## src/rtl/cla_16bit_ripple.sv

```systemverilog
// cla_16bit_ripple: registered 16-bit adder of four 4-bit lookahead slices with rippled slice carries; `CLA_OVERFLOW_EN adds ovf
module cla_4bit_slice (
  input  logic [3:0] a,
  input  logic [3:0] b,
  input  logic       c0,
  output logic [3:0] s,
  output logic       c4
);
  logic [3:0] g, p;
  logic c1, c2, c3;
  assign g = a & b;
  assign p = a ^ b;
  assign c1 = g[0] | (p[0] & c0);
  assign c2 = g[1] | (p[1] & g[0]) | (p[1] & p[0] & c0);
  assign c3 = g[2] | (p[2] & g[1]) | (p[2] & p[1] & g[0]) | (p[2] & p[1] & p[0] & c0);
  assign c4 = g[3] | (p[3] & g[2]) | (p[3] & p[2] & g[1]) | (p[3] & p[2] & p[1] & g[0])
            | (p[3] & p[2] & p[1] & p[0] & c0);
  assign s = p ^ {c3, c2, c1, c0};
endmodule

module cla_16bit_ripple (
  input  logic        clk,
  input  logic        rst,
  input  logic [15:0] a,
  input  logic [15:0] b,
  input  logic        cin,
  output logic [15:0] sum,
`ifdef CLA_OVERFLOW_EN
  output logic        ovf,
`endif
  output logic        cout
);
  logic [4:0] c;
  logic [15:0] s;
  assign c[0] = cin;
  for (genvar k = 0; k < 4; k++) begin : g_slice
    cla_4bit_slice u_slice (
      .a(a[4*k +: 4]),
      .b(b[4*k +: 4]),
      .c0(c[k]),
      .s(s[4*k +: 4]),
      .c4(c[k+1])
    );
  end
  always_ff @(posedge clk) begin
    if (rst) begin
      sum  <= '0;
      cout <= 1'b0;
`ifdef CLA_OVERFLOW_EN
      ovf  <= 1'b0;
`endif
    end else begin
      sum  <= s;
      cout <= c[4];
`ifdef CLA_OVERFLOW_EN
      ovf  <= (a[15] == b[15]) && (s[15] != a[15]);
`endif
    end
  end
endmodule

```

## config.mk

```make
export PLATFORM = sky130hd
export DESIGN_NAME = cla_16bit_ripple
export DESIGN_NICKNAME = d
export VERILOG_FILES = /design/src/rtl/cla_16bit_ripple.sv
export SDC_FILE = /design/constraint.sdc
export NUM_CORES = 1
export LEC_CHECK = 0
export ABC_CLOCK_PERIOD_IN_PS = 2810
export CORE_ASPECT_RATIO = 1.2
export CORE_MARGIN = 2
export CORE_UTILIZATION = 43
export CTS_BUF_LIST = sky130_fd_sc_hd__clkbuf_2
export DETAILED_ROUTE_END_ITERATION = 10
export PLACE_DENSITY = 0.93
export SLEW_MARGIN = 20
export SYNTH_ARGS = -nofsm -noshare
export SYNTH_HDL_FRONTEND = slang
export SYNTH_SLANG_ARGS = --single-unit
```

## constraint.sdc

```tcl
create_clock -name clk -period 2.81 [get_ports clk]
set_input_delay 0.4215 -clock clk [delete_from_list [all_inputs] [get_ports clk]]
set_output_delay 0.4215 -clock clk [all_outputs]
set_load 0.02 [all_outputs]
```

Word level (Yosys, flattened, before mapping). Cells that the tools add are included. W data, S select, Z words.

Register bits after elaboration: 17. Input port bits: 35. Word-level logic and storage cells: 118.

Bitwise operators: 116.

Operator list (count): $and A1 B1 Y1 (64); $or A1 B1 Y1 (40); $xor A4 B4 Y4 (8); $and A4 B4 Y4 (4).

Longest topological paths before layout.
Depth in word-level cells: 13. Gate-level depth with buffers: 9.

Modules after synthesis. A second synthesis with hierarchy kept.

Cells, all modules: 95. Area total of the unflattened synthesis: 1036.0 µm².

By module, submodules not included: cla_16bit_ripple (times used 1, cells each 35, area an instance 475.5 µm², sequential area each 340.3 µm²); cla_4bit_slice at g_slice[0].u_slice ... (times used 2, cells each 17, area an instance 147.6 µm², sequential area each 0.0 µm²); cla_4bit_slice at g_slice[2].u_slice ... (times used 2, cells each 13, area an instance 132.6 µm², sequential area each 0.0 µm²).

Worst setup path before layout. Ideal clock, no wire load.

Path kind: input -> register. From: input a[3]. To: register sum[12]. Setup slack: 392 ps. Arrival: 2290 ps. Cell stages on the path: 8. Data required time: 2682 ps. Buffers on the path: 0. Cell sequence: ha_1 and2_4 nand3_1 a211o_2 a21bo_2 o21ai_0 fa_1 nor2b_1.

Cells in the longest elaborated chain, start to end: 11. Elaborated cells on any way between the ends: 18. Classes of those cells: bitwise: 18.

RTL lines: from (decl) (line 24) `input logic [15:0] a,`; $xor A4 B4 Y4 (line 12) `assign p = a ^ b;`; $and A1 B1 Y1 (on tied branches) (line 16, 17); $or A1 B1 Y1 (tied with other cells) (2 in a row) (line 16) `assign c4 = g[3] | (p[3] & g[2]) | (p[3] & p[2] & g[1]) | (p[3] & p[2] & p[1] & g[0])`; $or A1 B1 Y1 / $and A1 B1 Y1 (equally long branches) (line 16, 17); $or A1 B1 Y1 (*) (line 17) `| (p[3] & p[2] & p[1] & p[0] & c0);`; $and A1 B1 Y1 (*) (line 17); $or A1 B1 Y1 (*) (line 17); $and A1 B1 Y1 (*) (line 17); $or A1 B1 Y1 (*) (line 17); $xor A4 B4 Y4 (*) (line 18) `assign s = p ^ {c3, c2, c1, c0};`; net g_slice[3].u_slice.s[0] (line 6) `output logic [3:0] s,`; to (signal assigned) (line 53) `sum <= s;`; to (decl) (line 27) `output logic [15:0] sum,`.

The timed path passes the listed nets; every way through them passes the cells marked *. A chain may end at the register's enable or synchronous reset.

Final worst setup path.
From: input a[2]. To: register sum[12].

Cells in the longest elaborated chain, start to end: 11. Elaborated cells on any way between the ends: 18. Classes of those cells: bitwise: 18.

RTL lines (line): $and A4 B4 Y4 / $xor A4 B4 Y4 (equally long branches) (11, 12); $and A1 B1 Y1 (on tied branches) (16, 17); $or A1 B1 Y1 (tied with other cells) (2 in a row) (16); $or A1 B1 Y1 / $and A1 B1 Y1 (equally long branches) (16, 17); $or A1 B1 Y1 (*) (17); $and A1 B1 Y1 (*) (17); $or A1 B1 Y1 (*) (17); $and A1 B1 Y1 (*) (17); $or A1 B1 Y1 (*) (17); $xor A4 B4 Y4 (*) (18); net g_slice[3].u_slice.s[0] (6).

Marked as above.

==> summary.txt <==
Synthesis
  – Primary FF master, synth: dfxtp_1
  – Async set or reset register ratio after synthesis: 0%
  – Mux contribution to synthesized area: under 10%
  – Synth Area in Adders: between 20% and 30%
  – Synth cell types: 36
  – Complex-gate fraction of the synthesized area: between 10% and 20%
  – Synth Area in Simple Gates: 19.4%
  – Syn Area/Cell: about 9.6 µm²
  – Count leader, synth: dfxtp_1
  – Largest cells by area after synthesis: dfxtp_1 29%, ha_1 17%, fa_1 6.8%, nor2_1 4.5%, nor2b_1 3.7%
  – Number of flops mapped to enable cells by yosys: 0
  – Largest area contributor in the netlist: dfxtp_1
  – XOR/XNOR Fraction of Synth Area: 4.48%
  – Sequential area share after synthesis: 29.0%
  – Top cells by count, synth: 17 x dfxtp_1, 16 x ha_1, 14 x nor2_1
  – Synthesis-stage register bit count: 17
  – Largest family of logic cells by synthesized area: adder cells
  – Net Count, Synth: around 180
  – Yosys top cell area share: 29.0%
  – Synthesized area: 1170 µm²
  – Gate Count Post-Synth: around 120
  – YS warnings: 0

Route
  – Final wirelength: 3200 µm
  – Vias/cell: 5.35
  – Initial DRT Pass Iterations: 4
  – DRC viols: 0
  – Routed len/inst: approximately 15 µm
  – Initial DRC Count: 21
  – DRT antenna net count: 0
  – Vias: 1172

Floorplanning
  – Die Height: 61.2 µm
  – I/O pin cnt: 52
  – Initial Util: ~46%
  – Core area: between 2000 and 3000 µm²
  – Row count: 20
  – Die Wd: between 50 and 60 µm
  – Die area: 3160 µm²

Global routing
  – Congestion Overflow GR: 0
  – Vias in the first global route: 1178
  – Initial antenna violation count: 0
  – Overall routing resource usage: between 20% and 30%
  – Largest net degree at the start of global routing: 24
  – First-pass GRT wire length: between 5000 and 6000 µm

Placement
  – Pre-CTS setup slack: -0.126 ns
  – Gp weighted congestion: 0.852
  – Hpwl dp: 2710 µm
  – Buffers on Ports: 51

Timing
  – Rel. slew slack: 74.4%
  – Worst hold slack: 0.815 ns
  – Fin. Hold Viols: 0
  – Setup TNS: 0 ns
  – Final setup fails: 0
  – Max Transition Viols Final: 0
  – Period utilisation layout: 92.9%
  – RSZ-0062 raised after global routing: no
  – Peak Freq: between 0.3 and 0.4 GHz
  – Worst-Margin Slew: 0.383 ns
  – Final WS setup: 0.201 ns
  – Clock period minus worst slack: 2.61 ns

Setup path
  – Crit end category: register
  – CP max stage cell: fa_1
  – Highest cell delay on the worst timing path: 0.47 ns
  – Worst setup SP type: primary input
  – WP data arrival: 2.84 ns
  – Max Fanout on Critical Path: 2
  – Required @ worst endpoint: just over 3 ns
  – WS Path Type: in -> reg
  – Crit path cell chain: clkdlybuf4s50_1, ha_1, and2_4, nand3_1, a211o_2, a21bo_2, o21ai_0, fa_1, nor2b_1

Finish
  – # fillers: 182
  – Nets: 242
  – Synth-to-Final Area Change: 55.1%
  – Seq. cell area: 340 µm²
  – Ratio of cells with drive above 1 in the final layout: 14.5%
  – # diodes: 0
  – Footprint of the multi-input gates: approximately 810 µm²

Min path
  – Hold/Removal Path Class: in -> reg
  – Worst hold path endpoint: sum[0]
  – Worst Min Path Start: cin
  – Worst Hold Depth: 4

Power and ir drop
  – Final Total Pwr: 765 µW
  – Peak VDD IR: 280 µV
  – Cell Pwr Density: 420 nW/µm²
  – Leakage power: approximately 0.79 nW

CTS
  – TritonCTS clock tree: yes
  – Hold_buf cts: 0
  – Deepest clock path buffer count: 2
  – TritonCTS Buffers: 3
  – CTS clk-pin slew, worst paths: 0.17 ns
  – Root Buffer: clkbuf_2
  – Sink Count: 17
  – Post-CTS Resized: 0
  – Post-CTS setup buffer count: 0
  – CTS H-Tree Depth: 1

Outcome
  – Outcome: finished, final reports clean

Flow run
  – Max Cap Violations: 0
## worst max-delay path: cells and delay by family
kind	cells	cell delay [ns]
AND/OR/NAND/NOR	3	0.42
AO/OA/AOI/OAI	3	0.78
adder cells (fa/ha/maj)	2	0.79
buffers and inverters	1	0.43
## flip-flops by register name, indices dropped and copies added (netlist names)
name  cells
sum      16
cout      1
## metal layers
metal	routed length [µm]	vias up	track usage, %
met3	165	7	3.64
met5	0	-	0
met4	53	0	9.02
met1	1230	549	23.0
met2	1750	46	44.5
li1	-	570	-
## logic make-up after synthesis
family / count (synthesis)
and+or+nand+nor: 44
DFF: 17
xor gates and xnor gates: 6
muxes: 4
buffers and inverters: 7
AOI/OAI and AO/OA: 24
adders and majority gates: 20
## per-stage QoR
step                utilization [%]  area (µm²)  instances
floorplan                         -        1170        122
global placement               69.9        1800        215
detailed placement             69.9        1800        215
CTS                            70.6        1820        219
global route                   70.6        1820        219
finish                         70.6        1820        219
## placed cells by master, fill, tap and decap left out, types with 5 or more instances in the layout
master and instances:
dfxtp_1 17, nor2b_1 7, inv_1 5, nor2_1 14
ha_1 16, clkdlybuf4s50_1 51, a21oi_1 5, buf_4 11
nand2_1 6
## area by class of cell
| cell class | count | share of cell area (%) |
|---|---|---|
| multi-input cells | 98 | 44.3 |
| repair buffers | 62 | 32.6 |
| flip-flops and latches | 17 | 18.7 |
| well taps | 33 | 2.27 |
| clock buffers | 4 | 1.10 |
| inverters | 5 | 1.03 |
## power by group
group          internal (mW)  switching [mW]  leakage (nW)
Combinational          0.195           0.165         0.637
Clock                 0.0376          0.0849        0.0166
Sequential             0.274         0.00999         0.142
Total                  0.506           0.259         0.795
## worst max path at each step
stage	startpoint	end
after floorplan	a[3]	sum[12]
after global placement	a[2]	sum[12]
after detailed placement	a[2]	sum[12]
after CTS	a[2]	sum[12]
after global routing	a[2]	sum[12]
final	a[2]	sum[12]
(Power assumes the default switching activity.)
